--- src/rtl/cfb_stream_ctrl.sv ---
// cfb_stream_ctrl: AES-128 CFB-128 chaining controller driving an external block core
// over req/ack. It XORs each keystream block with one input block at a time.
module cfb_stream_ctrl #(
  parameter int CNT_W = 17
) (
  input  logic             clk,
  input  logic             rst_n,
  input  logic             start,
  input  logic             mode,
  input  logic [127:0]     key_in,
  input  logic [127:0]     iv_in,
  input  logic             in_valid,
  output logic             in_ready,
  input  logic [127:0]     in_data,
  input  logic             in_last,
  output logic             out_valid,
  input  logic             out_ready,
  output logic [127:0]     out_data,
  output logic             out_last,
  output logic             aes_req,
  output logic [127:0]     aes_key,
  output logic [127:0]     aes_blk,
  input  logic             aes_ack,
  input  logic [127:0]     aes_res,
  output logic             busy,
  output logic [CNT_W-1:0] blk_cnt
);
  typedef enum logic [1:0] {S_IDLE, S_KS, S_IN, S_OUT} state_t;
  state_t           r_state, w_next;
  logic [127:0]     r_fb, r_key, r_ks, r_out;
  logic             r_mode, r_last;
  logic [CNT_W-1:0] r_cnt;
  logic             w_start, w_ks_ld, w_in_acc, w_out_acc;
  logic [127:0]     w_xor;
  assign w_start   = (r_state == S_IDLE) && start;
  assign w_ks_ld   = (r_state == S_KS) && aes_ack;
  assign w_in_acc  = (r_state == S_IN) && in_valid;
  assign w_out_acc = (r_state == S_OUT) && out_ready;
  assign w_xor     = in_data ^ r_ks;
  always_ff @(posedge clk or negedge rst_n) begin
    if (!rst_n) r_state <= S_IDLE;
    else        r_state <= w_next;
  end
  always_comb begin
    w_next = r_state;
    case (r_state)
      S_IDLE:  w_next = start     ? S_KS  : S_IDLE;
      S_KS:    w_next = aes_ack   ? S_IN  : S_KS;
      S_IN:    w_next = in_valid  ? S_OUT : S_IN;
      S_OUT:   w_next = out_ready ? (r_last ? S_IDLE : S_KS) : S_OUT;
      default: w_next = S_IDLE;
    endcase
  end
  always_comb begin
    in_ready  = r_state == S_IN;
    out_valid = r_state == S_OUT;
    aes_req   = r_state == S_KS;
    busy      = r_state != S_IDLE;
    aes_key   = r_key;
    aes_blk   = r_fb;
    out_data  = r_out;
    out_last  = r_last;
    blk_cnt   = r_cnt;
  end
  // Feedback always takes the ciphertext side of the XOR, whichever direction runs.
  always_ff @(posedge clk or negedge rst_n) begin
    if (!rst_n) begin
      r_fb   <= '0;
      r_key  <= '0;
      r_ks   <= '0;
      r_out  <= '0;
      r_mode <= 1'b0;
      r_last <= 1'b0;
      r_cnt  <= '0;
    end else begin
      if (w_start) begin
        r_fb   <= iv_in;
        r_key  <= key_in;
        r_mode <= mode;
        r_cnt  <= '0;
      end
      if (w_ks_ld) r_ks <= aes_res;
      if (w_in_acc) begin
        r_out  <= w_xor;
        r_last <= in_last;
        r_cnt  <= r_cnt + CNT_W'(1);
        r_fb   <= r_mode ? in_data : w_xor;
      end
    end
  end
endmodule

--- config.mk ---
export PLATFORM = sky130hd
export DESIGN_NAME = cfb_stream_ctrl
export DESIGN_NICKNAME = d
export VERILOG_FILES = /design/src/rtl/cfb_stream_ctrl.sv
export SDC_FILE = /design/constraint.sdc
export NUM_CORES = 1
export LEC_CHECK = 0
export CELL_PAD_IN_SITES_DETAIL_PLACEMENT = 1
export CELL_PAD_IN_SITES_GLOBAL_PLACEMENT = 2
export CORE_AREA = 8 8 354 356
export DETAILED_ROUTE_END_ITERATION = 6
export DIE_AREA = 0 0 362 364
export PLACE_DENSITY = 0.61
export SLEW_MARGIN = 25
export SYNTH_ARGS = -nofsm -noshare
export SYNTH_HDL_FRONTEND = slang
export SYNTH_SLANG_ARGS = --single-unit
--- constraint.sdc ---
create_clock -name clk -period 5.2 [get_ports clk]
set_input_delay 0.52 -clock clk [delete_from_list [all_inputs] [get_ports clk]]
set_output_delay 0.52 -clock clk [all_outputs]
set_load 0.01 [all_outputs]
# Word-level counts from Yosys, hierarchy flattened
# Index checks and enable logic that the tools add are counted.
# classes
n_addsub,1
n_eq_ne,3
mux,11
bitwise,1
n_reduce_logical,6
# ops
op,n
128-bit 2-to-1 mux,3
128-bit bitwise XOR,1
17-bit 2-to-1 mux,2
17-bit by 1-bit adder with 17-bit output (second input constant),1
2-bit case mux with 4 select lines,1
2-bit == test (second input constant),2
2-bit 2-to-1 mux,2
2-bit nonzero test,2
1-bit logical AND,3
1-bit 2-to-1 mux,3
2-bit by 1-bit == test with 1-bit output (second input constant),1
2-bit zero test,1
# word_totals
ff_bits,533
in_bits,520
output_inout_bits,406
word_cells,30

# Longest topological paths before layout
# Gate-level depths: netlist (run 1).
# logic_depth
depth_word,4
ltp_mapped,8
mapped_depth_nobuf,5

# Least setup slack after synthesis (run 1)
# Ideal clock, no wire load.
# synth_timing
kind,input to register
from,input port in_valid
to,"register r_cnt[9], in the netlist blk_cnt[9]"
setup_time_ns,0.130
arrival_ns,1.560
required_ns,5.070
slack_ns,3.510
cell_stages,6
path_buffers,2
path_cell_list,nand3b_4 > buf_6 > buf_2 > or3_4 > o211ai_1 > o31ai_1
# synth_via
elab_chain_cells,2
word_cells_on_any_way,3
classes_between,1 x mux; 2 x reduce/logical
# synth_lines
item,line_no,rtl
from (decl),12,"input logic in_valid,"
1-bit logical AND (*),37,assign w_in_acc = (r_state == S_IN) && in_valid;
17-bit 2-to-1 mux / 2-bit nonzero test (equally long branches),n/a,
to (signal assigned),86,r_cnt <= r_cnt + CNT_W'(1);
to (decl),32,logic [CNT_W-1:0] r_cnt;
# Every way passes the cells marked *; elsewhere a longest branch is shown, timed or not.
# A chain may end at the register's enable or synchronous reset.

# Worst setup path after layout (run 1)
# layout_timing
from,register r_state[1]
to,"register r_fb[69], in the netlist aes_blk[69]"
# layout_via
elab_chain_cells,3
word_cells_on_any_way,6
classes_between,1 x eq/ne; 1 x mux; 4 x reduce/logical
# layout_lines
item,line_no,rtl
from (decl),29,"state_t r_state, w_next;"
from (signal assigned),42,else r_state <= w_next;
2-bit == test / 2-bit zero test (equally long branches),"37, 35",
1-bit logical AND (on tied branches),"37, 35",
128-bit 2-to-1 mux / 2-bit nonzero test (equally long branches),n/a,
to (signal assigned),77,r_fb <= iv_in;
to (signal assigned),87,r_fb <= r_mode ? in_data : w_xor;
to (decl),30,"logic [127:0] r_fb, r_key, r_ks, r_out;"
# Several ways; a longest one is shown, not always the timed one.

==> out/metrics.json, run 1 <==
{
  "run_status": {"value": "finished, final reports clean"},
  "use_met3": {"value": 6.83, "unit": "%"},
  "timing.setup.critical_path_class": {"value": "reg -> reg"},
  "grt_usage": {"value": 15.9, "unit": "%"},
  "end_kind": {"value": "flop"},
  "finalHoldWorstSlack": {"value": 0.411, "unit": "ns"},
  "relSlewSlack": {"value": 32.4, "unit": "%"},
  "fin_cells": {"value": 4740},
  "detailed_place.area": {"value": 0.0350, "unit": "sq mm"},
  "final_critical_path_setup_slack": {"value": 2.35, "unit": "ns"},
  "pin_count_of_the_biggest_net_entering_global_routing": {"value": 146},
  "tns": {"value": 0, "unit": "ns"},
  "tritoncts_sink_count": {"value": 533},
  "antenna_left": {"value": 0},
  "synthTopCellsByArea": {"value": "dfrtp_1 (55%), xnor2_1 (9.3%), nand2_1 (8.2%), mux2_2 (6.0%), o22ai_2 (5.1%)"},
  "area_share_of_the_largest_cell_type_after_synthesis": {"value": 55.2, "unit": "%"},
  "vias": {"value": 19300},
  "die_outline_area": {"value": 0.132, "unit": "sq mm"},
  "clkTransAtPathRegs": {"value": 0.06, "unit": "ns"},
  "setup_repair_after_global_routing_missed_its_margin": {"value": "false"},
  "grt.met2_usage": {"value": 27.1, "unit": "%"},
  "portBuffers": {"value": 925},
  "post-dp-hpwl": {"value": 81100, "unit": "um"},
  "final_cell_mix": {"value": "clkdlybuf4s50_1 (924), dfrtp_1 (532), nand2_1 (530)"},
  "finalSetupViolations": {"value": 0},
  "detailed_route_wl": {"value": 110000, "unit": "um"},
  "cts.htree.levels": {"value": 3},
  "synth_seq_area_share": {"value": 55.2, "unit": "%"},
  "synth_area_leader_cell": {"value": "dfrtp_1"},
  "grt_pass1_vias": {"value": 20800},
  "clockBufferDepth": {"value": 3},
  "timing.final.crit_period": {"value": 2.85, "unit": "ns"},
  "p_per_area": {"value": 617, "unit": "mW/mm^2"},
  "core": {"value": 0.119, "unit": "sq mm"},
  "ctsRootBufferMaster": {"value": "clkbuf_16"},
  "initial_antenna_violation_count": {"value": 36},
  "chipWidth": {"value": 362, "unit": "um"},
  "timing.critical_path.arrival": {"value": 3.38, "unit": "ns"},
  "synth_edf_count": {"value": 0},
  "first_pass_grt_wire_length": {"value": 155000, "unit": "um"},
  "worst_skew_pair.late_latency": {"value": 0.64, "unit": "ns"},
  "synthArstFlopShare": {"value": 100, "unit": "%"},
  "drt_drc_violations_left": {"value": 0},
  "cap_viol_max_count": {"value": 0},
  "max_slew.worst_pin.slew": {"value": 1.01, "unit": "ns"},
  "layout_worst_path_cycle_share": {"value": 54.8, "unit": "%"},
  "layout-drive-gt1-share": {"value": 14.9, "unit": "%"},
  "placementRows": {"value": 127},
  "globalplace.congestion": {"value": 0.781},
  "initial_core_util": {"value": 20.2, "unit": "%"},
  "cts_inserted_buffers": {"value": 72},
  "die_height": {"value": 364, "unit": "um"},
  "critPathLaunchType": {"value": "flop"},
  "path_cells": {"value": "nand3b_4, nand2_8, buf_4, o22ai_2, a21oi_2"},
  "cts_tree": {"value": "yes"},
  "fin_skew": {"value": 0.0394, "unit": "ns"},
  "drt_iter0_drc": {"value": 952},
  "postSynthNetCount": {"value": 2684},
  "postLayoutCoreUtil": {"value": 31.4, "unit": "%"},
  "syn-mean-instance-area": {"value": 11.2, "unit": "sq um"},
  "timing_max_transition_violations_final": {"value": 0},
  "ioPinCount": {"value": 926},
  "ir_worst_vdd": {"value": 0.243, "unit": "mV"},
  "layout_commonest_cell": {"value": "clkdlybuf4s50_1"},
  "postSynthCellCount": {"value": 2163},
  "synth.yosys.warnings": {"value": 0},
  "layout.cell_area.non_filler": {"value": 0.0375, "unit": "sq mm"},
  "total_power": {"value": 23.1, "unit": "mW"},
  "clock.fmax": {"value": 0.351, "unit": "GHz"},
  "flow.area_growth_from_synthesis": {"value": 55.1, "unit": "%"},
  "groute.layer.met1.usage": {"value": 17.8, "unit": "%"},
  "postSynthRegisterBits": {"value": 533},
  "synthesis.area": {"value": 0.0242, "unit": "sq mm"},
  "worst_path_max_delay_cell": {"value": "dfrtp_1"},
  "worst_hold_path_type": {"value": "in -> reg"},
  "worst_ep_required_time": {"value": 5.73, "unit": "ns"},
  "post_cts.resized_instances": {"value": 0},
  "grt_overflow_total": {"value": 0},
  "p_leak": {"value": 15.1, "unit": "nW"},
  "cell_total_after_placement": {"value": 4589},
  "grt.busiest_layer": {"value": "met2"},
  "wl_per_cell": {"value": 23.1, "unit": "um"},
  "leading_register_cell_type_out_of_synthesis": {"value": "dfrtp_1"},
  "slowest_delay": {"value": 0.68, "unit": "ns"},
  "highest_net_fanout_along_the_worst_path": {"value": 56},
  "vias_per_cell": {"value": 4.06},
  "place_ws": {"value": 1.98, "unit": "ns"},
  "detail_route.first_pass.iterations": {"value": 4},
  "nNetsFinal": {"value": 3573},
  "report.final.hold_viol_count": {"value": 0},
  "number_of_unique_standard_cell_types_used_by_synthesis": {"value": 42}
}
[critical path: cells and delay by family (launching register included)]
family	cells	cell delay (ns)
and+or+nand+nor	2	1.15
DFF	1	0.68
buffers and inverters	1	0.51
AOI/OAI and AO/OA	2	0.29
[synth_stat cells (3+ instances only)]
master	count
nor2_1	6
nand2_1	530
o31ai_1	4
mux2_2	128
buf_12	11
a21oi_1	34
buf_2	53
a21oi_2	98
nand4_1	6
o22ai_1	30
o21ai_1	3
a31oi_1	4
o211ai_1	4
o21ai_0	136
dfrtp_1	533
mux2i_1	3
nand3_1	8
buf_4	12
o22ai_2	98
clkbuf_1	53
nor2b_1	130
xnor2_1	256
[sequential cells by signal, indices dropped and copies added, names as in the netlist]
signal,cells
aes_blk,128
aes_key,128
out_data,128
r_ks,128
blk_cnt,17
r_state,2
out_last,1
r_mode,1
[kinds of logic after synthesis]
| kind of cell | share of synthesized area [%] |
|---|---|
| and+or+nand+nor | 12.6 |
| DFF | 55.2 |
| AOI/OAI and AO/OA | 13.4 |
| xor gates and xnor gates | 9.28 |
| buffers and inverters | 3.37 |
| muxes | 6.09 |
| adders and majority gates | 0.0518 |
[final cells by class]
cell class	count	area, sq um
Antenna cell	22	55.1
Clock buffer	105	2070
Clock inverter	23	338
Fill cell	13300	81900
Inverter	2	7.51
Multi-Input combinational cell	1495	10000
Sequential cell	533	13300
Tap cell	1612	2020
Timing Repair Buffer	948	9610
[report_power, final]
group / switching (mW) / total (mW) / internal (mW)
registers: 1.44 / 7.58 / 6.14
logic: 5.05 / 10.4 / 5.38
clock network: 2.08 / 5.11 / 3.03
[timing repair]
item	in CTS	in global routing
hold buffers	1	0
buffers inserted	0	0
endpoints found under the hold margin	69	0
[layer usage]
metal  vias up  part of all wire, %  wire length [um]
li1       9008                    -                 -
met1      9448                   38             41900
met2       623                   49             53900
met3       160                  9.6             10600
met4        26                  2.8              3110
met5         -                 0.15               161
[path summary, 6_finish.rpt]
check | from | to | slack, ns | cells after the start
setup reg to reg | r_state[1]$_DFF_PN0_ | aes_blk[69]$_DFFE_PN0P_ | 2.35 | 5
min in group asynchronous | rst_n | r_ks[125]$_DFFE_PN0P_ | 0.46 | 2
setup / recovery | r_state[1]$_DFF_PN0_ | aes_blk[69]$_DFFE_PN0P_ | 2.35 | 5
max in group asynchronous | rst_n | aes_key[32]$_DFFE_PN0P_ | 3.37 | 3
hold / removal | key_in[33] | aes_key[33]$_DFFE_PN0P_ | 0.41 | 3
hold reg to reg | aes_key[93]$_DFFE_PN0P_ | aes_key[93]$_DFFE_PN0P_ | 0.47 | 2
Note: power is estimated with default switching activity, not from simulation.
==> inputs of run 2 (changes only) <==
--- a/config.mk
+++ b/config.mk
@@ -7,10 +7,10 @@
 export LEC_CHECK = 0
 export CELL_PAD_IN_SITES_DETAIL_PLACEMENT = 1
 export CELL_PAD_IN_SITES_GLOBAL_PLACEMENT = 2
-export CORE_AREA = 8 8 354 356
+export CORE_AREA = 8 8 356 358
 export DETAILED_ROUTE_END_ITERATION = 6
-export DIE_AREA = 0 0 362 364
-export PLACE_DENSITY = 0.61
+export DIE_AREA = 0 0 364 366
+export PLACE_DENSITY = 0.63
 export SLEW_MARGIN = 25
 export SYNTH_ARGS = -nofsm -noshare
 export SYNTH_HDL_FRONTEND = slang
==> constraint.sdc (replaced) <==
create_clock -name clk -period 2.4 [get_ports clk]
set_input_delay 0.24 -clock clk [delete_from_list [all_inputs] [get_ports clk]]
set_output_delay 0.24 -clock clk [all_outputs]
set_load 0.01 [all_outputs]
==> run 2 against run 1 <==
Net effect:
- flip-flop and latch count unchanged
- clock power grew 120%
- first-iteration DRC count fell by 14%
- die area is 1.1% higher
- count of clock-buffer cells in the layout increased by 8
- highest routed layer unchanged
==> out/metrics.json, run 2 (synthesized netlist as in run 1, its figures left out) <==
{
  "cp_top_family": {"value": "buffers and inverters"},
  "postCtsSetupBuffers": {"value": 0, "change": "unchanged"},
  "vias": {"value": 19700, "change": "+2.2%"},
  "total_power": {"value": 50.8, "unit": "mW", "change": "+120%"},
  "nNetsFinal": {"value": 3641, "change": "+1.9%"},
  "drt_iter0_drc": {"value": 815, "change": "-14%"},
  "clkTransAtPathRegs": {"value": 0.05, "unit": "ns", "change": "about the same"},
  "layout.filler_cells": {"value": 13500, "change": "+2.0%"},
  "initial_antenna_violation_count": {"value": 36, "change": "unchanged"},
  "layout-drive-gt1-share": {"value": 16.5, "unit": "%", "change": "+1.6 points"},
  "ioPinCount": {"value": 926, "change": "unchanged"},
  "final_cell_mix": {"value": "clkdlybuf4s50_1 (923), dfrtp_1 (531), nand2_1 (530)"},
  "die_outline_area": {"value": 0.133, "unit": "sq mm", "change": "+1.1%"},
  "portBuffers": {"value": 925, "change": "unchanged"},
  "detailed_route_wl": {"value": 110000, "unit": "um", "change": "+0.73%"},
  "slowest_delay": {"value": 0.48, "unit": "ns", "change": "-0.20 ns"},
  "critPathLaunchType": {"value": "flop"},
  "worst_hold_path_type": {"value": "in -> reg"},
  "setup_repair_after_global_routing_missed_its_margin": {"value": "false"},
  "flow.area_growth_from_synthesis": {"value": 58.2, "unit": "%"},
  "initial_core_util": {"value": 20.0, "unit": "%", "change": "-0.26 points"},
  "layout_worst_path_cycle_share": {"value": 95.4, "unit": "%"},
  "die_height": {"value": 366, "unit": "um", "change": "+0.55%"},
  "ctsRootBufferMaster": {"value": "clkbuf_16"},
  "timing.setup.critical_path_class": {"value": "reg -> out"},
  "report.final.hold_viol_count": {"value": 0, "change": "unchanged"},
  "globalplace.congestion": {"value": 0.827, "change": "+5.9%"},
  "timing.final.crit_period": {"value": 2.29, "unit": "ns"},
  "timing.critical_path.arrival": {"value": 2.05, "unit": "ns", "change": "-1.33 ns"},
  "path_cells": {"value": "buf_4, or2_2, clkdlybuf4s50_1"},
  "detail_route.first_pass.iterations": {"value": 4, "change": "unchanged"},
  "wl_per_cell": {"value": 22.9, "unit": "um", "change": "-0.94%"},
  "cell_internal_pwr": {"value": 32.2, "unit": "mW", "change": "+120%"},
  "finalHoldWorstSlack": {"value": 0.135, "unit": "ns", "change": "-0.275 ns"},
  "grt_usage": {"value": 16.1, "unit": "%", "change": "+0.11 points"},
  "net_load_switching_power": {"value": 18.5, "unit": "mW", "change": "+120%"},
  "fin_skew": {"value": 0.0368, "unit": "ns", "change": "-0.00265 ns"},
  "tns": {"value": 0, "unit": "ns", "change": "unchanged"},
  "highest_net_fanout_along_the_worst_path": {"value": 9, "change": "-84%"},
  "grt_pass1_vias": {"value": 21400, "change": "+2.9%"},
  "p_leak": {"value": 15.5, "unit": "nW", "change": "+2.6%"},
  "chipWidth": {"value": 364, "unit": "um", "change": "+0.55%"},
  "antenna_left": {"value": 0, "change": "unchanged"},
  "vias_per_cell": {"value": 4.08, "change": "+0.47%"},
  "worst_ep_required_time": {"value": 2.16, "unit": "ns", "change": "-3.57 ns"},
  "finalSetupViolations": {"value": 0, "change": "unchanged"},
  "cts.htree.levels": {"value": 3, "change": "unchanged"},
  "run_status": {"value": "finished, final reports clean"},
  "worst_path_max_delay_cell": {"value": "dfrtp_2"},
  "critPathBufInv": {"value": 2, "change": "+1"},
  "power.combinational.fraction": {"value": 46.2, "unit": "%", "change": "+1.1 points"},
  "max_slew.worst_pin.slew": {"value": 0.710, "unit": "ns", "change": "-0.305 ns"},
  "seqPwrFrac": {"value": 32.2, "unit": "%", "change": "-0.6 points"},
  "tritoncts_sink_count": {"value": 533, "change": "unchanged"},
  "p_per_area": {"value": 1330, "unit": "mW/mm^2", "change": "+120%"},
  "first_pass_grt_wire_length": {"value": 158000, "unit": "um", "change": "+1.9%"},
  "placementRows": {"value": 128, "change": "+0.79%"},
  "pin_count_of_the_biggest_net_entering_global_routing": {"value": 125, "change": "-14%"},
  "cts_inserted_buffers": {"value": 73, "change": "+1.4%"},
  "cap_viol_max_count": {"value": 0, "change": "unchanged"},
  "relSlewSlack": {"value": 52.7, "unit": "%", "change": "+20 points"},
  "clock.fmax": {"value": 0.437, "unit": "GHz"},
  "ir_worst_vdd": {"value": 0.546, "unit": "mV", "change": "+120%"},
  "drt_drc_violations_left": {"value": 0, "change": "unchanged"},
  "power.share.switching": {"value": 36.5, "unit": "%", "change": "-0.53 points"},
  "worst_skew_pair.late_latency": {"value": 0.64, "unit": "ns", "change": "about the same"},
  "clockBufferDepth": {"value": 3, "change": "unchanged"},
  "core": {"value": 0.121, "unit": "sq mm", "change": "+1.3%"},
  "clockPowerShare": {"value": 21.6, "unit": "%", "change": "-0.5 points"},
  "timing_max_transition_violations_final": {"value": 0, "change": "unchanged"},
  "end_kind": {"value": "output pin"},
  "grt_overflow_total": {"value": 0, "change": "unchanged"},
  "post-dp-hpwl": {"value": 86000, "unit": "um", "change": "+6.0%"},
  "layout_commonest_cell": {"value": "clkdlybuf4s50_1"},
  "cts_tree": {"value": "yes"}
}
-- run 2: cell types whose count changed in the layout (fill, tap and decap cells not counted), moves of 2 or more --
cell | before | now
inv_6 | 2 | 0
clkbuf_8 | 12 | 15
clkinv_8 | 0 | 3
clkbuf_16 | 73 | 75
clkinv_16 | 3 | 1
buf_4 | 8 | 57
buf_12 | 14 | 32
clkbuf_1 | 20 | 23
diode_2 | 22 | 27
clkinv_2 | 12 | 1
-- run 2: through the flow --
step / area [sq um] / instances / worst slack, ns / util (%)
final: 38200 / 4820 / 0.110 / 31.6
after floorplan: 24200 / 2163 / 0.737 / -
after global placement: 35700 / 4669 / 0.139 / 29.6
after detailed placement: 35700 / 4669 / 0.146 / 29.6
after CTS: 38100 / 4793 / 0.00983 / 31.5
after global routing: 38200 / 4812 / 0.0222 / 31.6
-- run 2: what timing repair did --
item	4_1_cts	5_1_grt
hold buffers	1	0
cloned	0	0
endpoints found under the setup margin	2	1
gates resized for setup	1	1
endpoints found under the hold margin	346	0
-- run 2: per-layer routing --
metal	up-vias	track usage [%]	wire (um)
li1	9145	-	-
met1	9676	17.9	42200
met2	651	27.2	53900
met3	196	6.24	9930
met4	14	6.77	4350
met5	-	0	86
-- run 2: area by class of cell --
cell class	instances	area (sq um)	share of cell area (%)
sequential	533	13300	34.9
timing repair buffer	1015	10300	27.1
multi-input combinational	1495	10000	26.2
clock buffer	113	2170	5.68
tap	1625	2030	5.32
clock inverter	10	213	0.557
antenna	27	67.6	0.177
inverter	2	7.51	0.0197
-- run 2: final timing paths --
| path | from | end | slack, ns | cells after the start |
|---|---|---|---|---|
| max reg2reg | r_state[1]$_DFF_PN0_ | aes_blk[32]$_DFFE_PN0P_ | 0.42 | 5 |
| max | r_state[1]$_DFF_PN0_ | busy | 0.11 | 3 |
| min in group asynchronous | rst_n | aes_blk[23]$_DFFE_PN0P_ | 0.19 | 2 |
| min | key_in[107] | aes_key[107]$_DFFE_PN0P_ | 0.14 | 3 |
| max in group asynchronous | rst_n | aes_blk[27]$_DFFE_PN0P_ | 1.25 | 4 |
| min reg2reg | aes_key[61]$_DFFE_PN0P_ | aes_key[61]$_DFFE_PN0P_ | 0.47 | 2 |
-- run 2: power groups by stage --
stage	clock network, mW	registers [mW]	logic (mW)
after floorplan	0	17.3	10.6
after detailed placement	0	16.5	24.0
after CTS	11.5	16.4	24.1
after global routing	11.7	17.0	25.5
final	11.0	16.4	23.4
after global placement	0	16.4	23.8
-- run 2: worst min-delay path, cell delays in order --
cell and delay, ns:
clkdlybuf4s50_1 0.40, nand2_1 0.06, nand2_1 0.04
==> inputs of run 3 (changes only) <==
--- a/config.mk
+++ b/config.mk
@@ -7,10 +7,10 @@
 export LEC_CHECK = 0
 export CELL_PAD_IN_SITES_DETAIL_PLACEMENT = 1
 export CELL_PAD_IN_SITES_GLOBAL_PLACEMENT = 2
-export CORE_AREA = 8 8 356 358
+export CORE_AREA = 2 2 361 363
 export DETAILED_ROUTE_END_ITERATION = 6
-export DIE_AREA = 0 0 364 366
-export PLACE_DENSITY = 0.63
+export DIE_AREA = 0 0 363 365
+export PLACE_DENSITY = 0.6
 export SLEW_MARGIN = 25
 export SYNTH_ARGS = -nofsm -noshare
 export SYNTH_HDL_FRONTEND = slang
==> run 3 against run 2 <==
Net effect:
- non-clock buffer count grew 1
- final area is essentially flat
- sequential share of layout area hardly changed
- utilization fell by 1.9 points
- count of clock-buffer cells in the layout shrank 3
- critical path type unchanged
- highest routed layer unchanged
==> out/metrics.json, run 3 (synthesized netlist as in run 1, its figures left out) <==
{
  "path_cells": {"value": "buf_4, or2_2, clkdlybuf4s50_1"},
  "ctsRootBufferMaster": {"value": "clkbuf_16"},
  "cts.htree.levels": {"value": 3, "change": "unchanged"},
  "cap_viol_max_count": {"value": 0, "change": "unchanged"},
  "die_height": {"value": 365, "unit": "um", "change": "-0.27%"},
  "grt_pass1_vias": {"value": 21300, "change": "-0.56%"},
  "critPathBufInv": {"value": 2, "change": "unchanged"},
  "layout_worst_path_cycle_share": {"value": 94.8, "unit": "%", "change": "-0.60 points"},
  "place_ws": {"value": 0.195, "unit": "ns", "change": "+0.0488 ns"},
  "finalSetupViolations": {"value": 0, "change": "unchanged"},
  "slowest_delay": {"value": 0.50, "unit": "ns", "change": "+0.02 ns"},
  "tritoncts_sink_count": {"value": 533, "change": "unchanged"},
  "placementRows": {"value": 132, "change": "+3.1%"},
  "initial_core_util": {"value": 18.8, "unit": "%", "change": "-1.2 points"},
  "timing_max_transition_violations_final": {"value": 0, "change": "unchanged"},
  "cell_total_after_placement": {"value": 4720, "change": "+1.1%"},
  "antenna_left": {"value": 0, "change": "unchanged"},
  "report.final.hold_viol_count": {"value": 0, "change": "unchanged"},
  "core": {"value": 0.129, "unit": "sq mm", "change": "+6.4%"},
  "final_critical_path_setup_slack": {"value": 0.125, "unit": "ns", "change": "+0.0145 ns"},
  "globalplace.congestion": {"value": 0.778, "change": "-5.9%"},
  "portBuffers": {"value": 925, "change": "unchanged"},
  "worst_skew_pair.late_latency": {"value": 0.63, "unit": "ns", "change": "about the same"},
  "highest_net_fanout_along_the_worst_path": {"value": 7, "change": "-2"},
  "max_slew.worst_pin.slew": {"value": 0.964, "unit": "ns", "change": "+0.254 ns"},
  "layout.cell_area.non_filler": {"value": 0.0382, "unit": "sq mm", "change": "about the same"},
  "clock.fmax": {"value": 0.439, "unit": "GHz", "change": "+0.64%"},
  "finalHoldWorstSlack": {"value": 0.149, "unit": "ns", "change": "+0.0134 ns"},
  "p_leak": {"value": 15.5, "unit": "nW", "change": "-0.15%"},
  "postCtsSetupBuffers": {"value": 0, "change": "unchanged"},
  "relSlewSlack": {"value": 35.8, "unit": "%", "change": "-17 points"},
  "final_cell_mix": {"value": "clkdlybuf4s50_1 (924), dfrtp_1 (531), nand2_1 (530)"},
  "grt_usage": {"value": 15.2, "unit": "%", "change": "-0.81 points"},
  "layout-drive-gt1-share": {"value": 16.8, "unit": "%", "change": "+0.23 points"},
  "fin_skew": {"value": 0.0239, "unit": "ns", "change": "-0.0128 ns"},
  "grt_overflow_total": {"value": 0, "change": "unchanged"},
  "fin_cells": {"value": 4862, "change": "+0.87%"},
  "layout.filler_cells": {"value": 14400, "change": "+6.7%"},
  "setup_repair_after_global_routing_missed_its_margin": {"value": "false"},
  "wl_per_cell": {"value": 21.4, "unit": "um", "change": "-6.6%"},
  "run_status": {"value": "finished, final reports clean"},
  "detail_route.first_pass.iterations": {"value": 6, "change": "+2"},
  "ioPinCount": {"value": 926, "change": "unchanged"},
  "drt_drc_violations_left": {"value": 0, "change": "unchanged"},
  "p_per_area": {"value": 1320, "unit": "mW/mm^2", "change": "-0.88%"},
  "worst_path_max_delay_cell": {"value": "clkdlybuf4s50_1"},
  "timing.critical_path.arrival": {"value": 2.04, "unit": "ns", "change": "about the same"},
  "layout_commonest_cell": {"value": "clkdlybuf4s50_1"},
  "detailed_route_wl": {"value": 104000, "unit": "um", "change": "-5.8%"},
  "post-dp-hpwl": {"value": 80100, "unit": "um", "change": "-6.9%"},
  "die_outline_area": {"value": 0.132, "unit": "sq mm", "change": "-0.55%"},
  "timing.final.crit_period": {"value": 2.28, "unit": "ns", "change": "-0.0145 ns"},
  "critPathLaunchType": {"value": "flop"},
  "vias_per_cell": {"value": 4.03, "change": "-1.4%"},
  "flow.area_growth_from_synthesis": {"value": 58.1, "unit": "%", "change": "about the same"},
  "ir_worst_vdd": {"value": 0.595, "unit": "mV", "change": "+9.0%"},
  "cp_top_family": {"value": "buffers and inverters"},
  "pin_count_of_the_biggest_net_entering_global_routing": {"value": 115, "change": "-8.0%"},
  "clockBufferDepth": {"value": 3, "change": "unchanged"},
  "cts_inserted_buffers": {"value": 73, "change": "unchanged"},
  "first_pass_grt_wire_length": {"value": 149000, "unit": "um", "change": "-5.4%"},
  "end_kind": {"value": "output pin"},
  "chipWidth": {"value": 363, "unit": "um", "change": "-0.27%"},
  "clkTransAtPathRegs": {"value": 0.06, "unit": "ns", "change": "about the same"},
  "drt_iter0_drc": {"value": 797, "change": "-2.2%"},
  "worst_ep_required_time": {"value": 2.16, "unit": "ns", "change": "about the same"},
  "detailed_place.area": {"value": 0.0358, "unit": "sq mm", "change": "+0.20%"},
  "nNetsFinal": {"value": 3642, "change": "+0.027%"},
  "vias": {"value": 19600, "change": "-0.57%"},
  "worst_hold_path_type": {"value": "in -> reg"},
  "tns": {"value": 0, "unit": "ns", "change": "unchanged"},
  "cts_tree": {"value": "yes"},
  "initial_antenna_violation_count": {"value": 25, "change": "-31%"},
  "timing.setup.critical_path_class": {"value": "reg -> out"}
}
run 3: changes by cell type in the layout (fill, tap and decap cells not counted), moves of 2 or more:
cell	before	now
bufinv_16	4	1
clkbuf_1	23	21
clkbuf_8	15	13
clkinv_2	1	8
clkinvlp_4	0	2
diode_2	27	14
run 3: path summary, 6_finish.rpt:
kind | startpoint | end | slack (ns) | cells past startpoint
worst max-delay path | r_state[0]$_DFF_PN0_ | busy | 0.12 | 3
worst min-delay path | key_in[43] | aes_key[43]$_DFFE_PN0P_ | 0.15 | 3
worst max register to register | r_state[1]$_DFF_PN0_ | aes_blk[72]$_DFFE_PN0P_ | 0.31 | 4
worst min register to register | aes_key[6]$_DFFE_PN0P_ | aes_key[6]$_DFFE_PN0P_ | 0.47 | 2
max in group asynchronous | rst_n | aes_blk[42]$_DFFE_PN0P_ | 1.31 | 3
min in group asynchronous | rst_n | r_ks[4]$_DFFE_PN0P_ | 0.19 | 2
run 3: worst reg2reg max path: cells and delay by family (launching register included):
kind / cells / cell delay [ns]
compound gates: 2 / 0.75
buf+inv: 1 / 0.22
flops: 1 / 0.49
simple gates: 1 / 0.50
run 3: power by group:
part	switching (mW)	internal, mW
clock	4.39	6.33
sequential	3.03	13.3
combinational	11.0	12.3
run 3: layout make-up:
class / instances / area, sq um / area share (%)
Antenna cell: 14 / 35.0 / 0.0917
Clock buffer: 110 / 2160 / 5.65
Inverter: 2 / 7.51 / 0.0197
Timing Repair Buffer: 1016 / 10300 / 27.1
Tap cell: 1675 / 2100 / 5.49
Multi-Input combinational cell: 1495 / 10000 / 26.3
Clock inverter: 17 / 171 / 0.449
Sequential cell: 533 / 13300 / 34.9
run 3: stage by stage:
stage                     power, mW  utilization, %
after floorplan                27.9               -
after global placement         40.0            27.8
after detailed placement       40.3            27.8
after CTS                      51.4            29.7
after global routing           53.8            29.7
final                          50.3            29.7
run 3: repair_timing:
action | in CTS | in global routing
endpoints found under the hold margin | 49 | 0
hold buffers | 1 | 0
setup endpoints to repair | 1 | 1
gates resized for setup | 1 | 1
run 3: per-layer routing:
layer | wire [um] | vias up | global-route usage [%]
li1 | - | 9145 | -
met1 | 40000 | 9672 | 17.0
met2 | 52800 | 584 | 27.2
met3 | 8900 | 139 | 5.83
met4 | 2130 | 30 | 3.63
met5 | 186 | - | 0
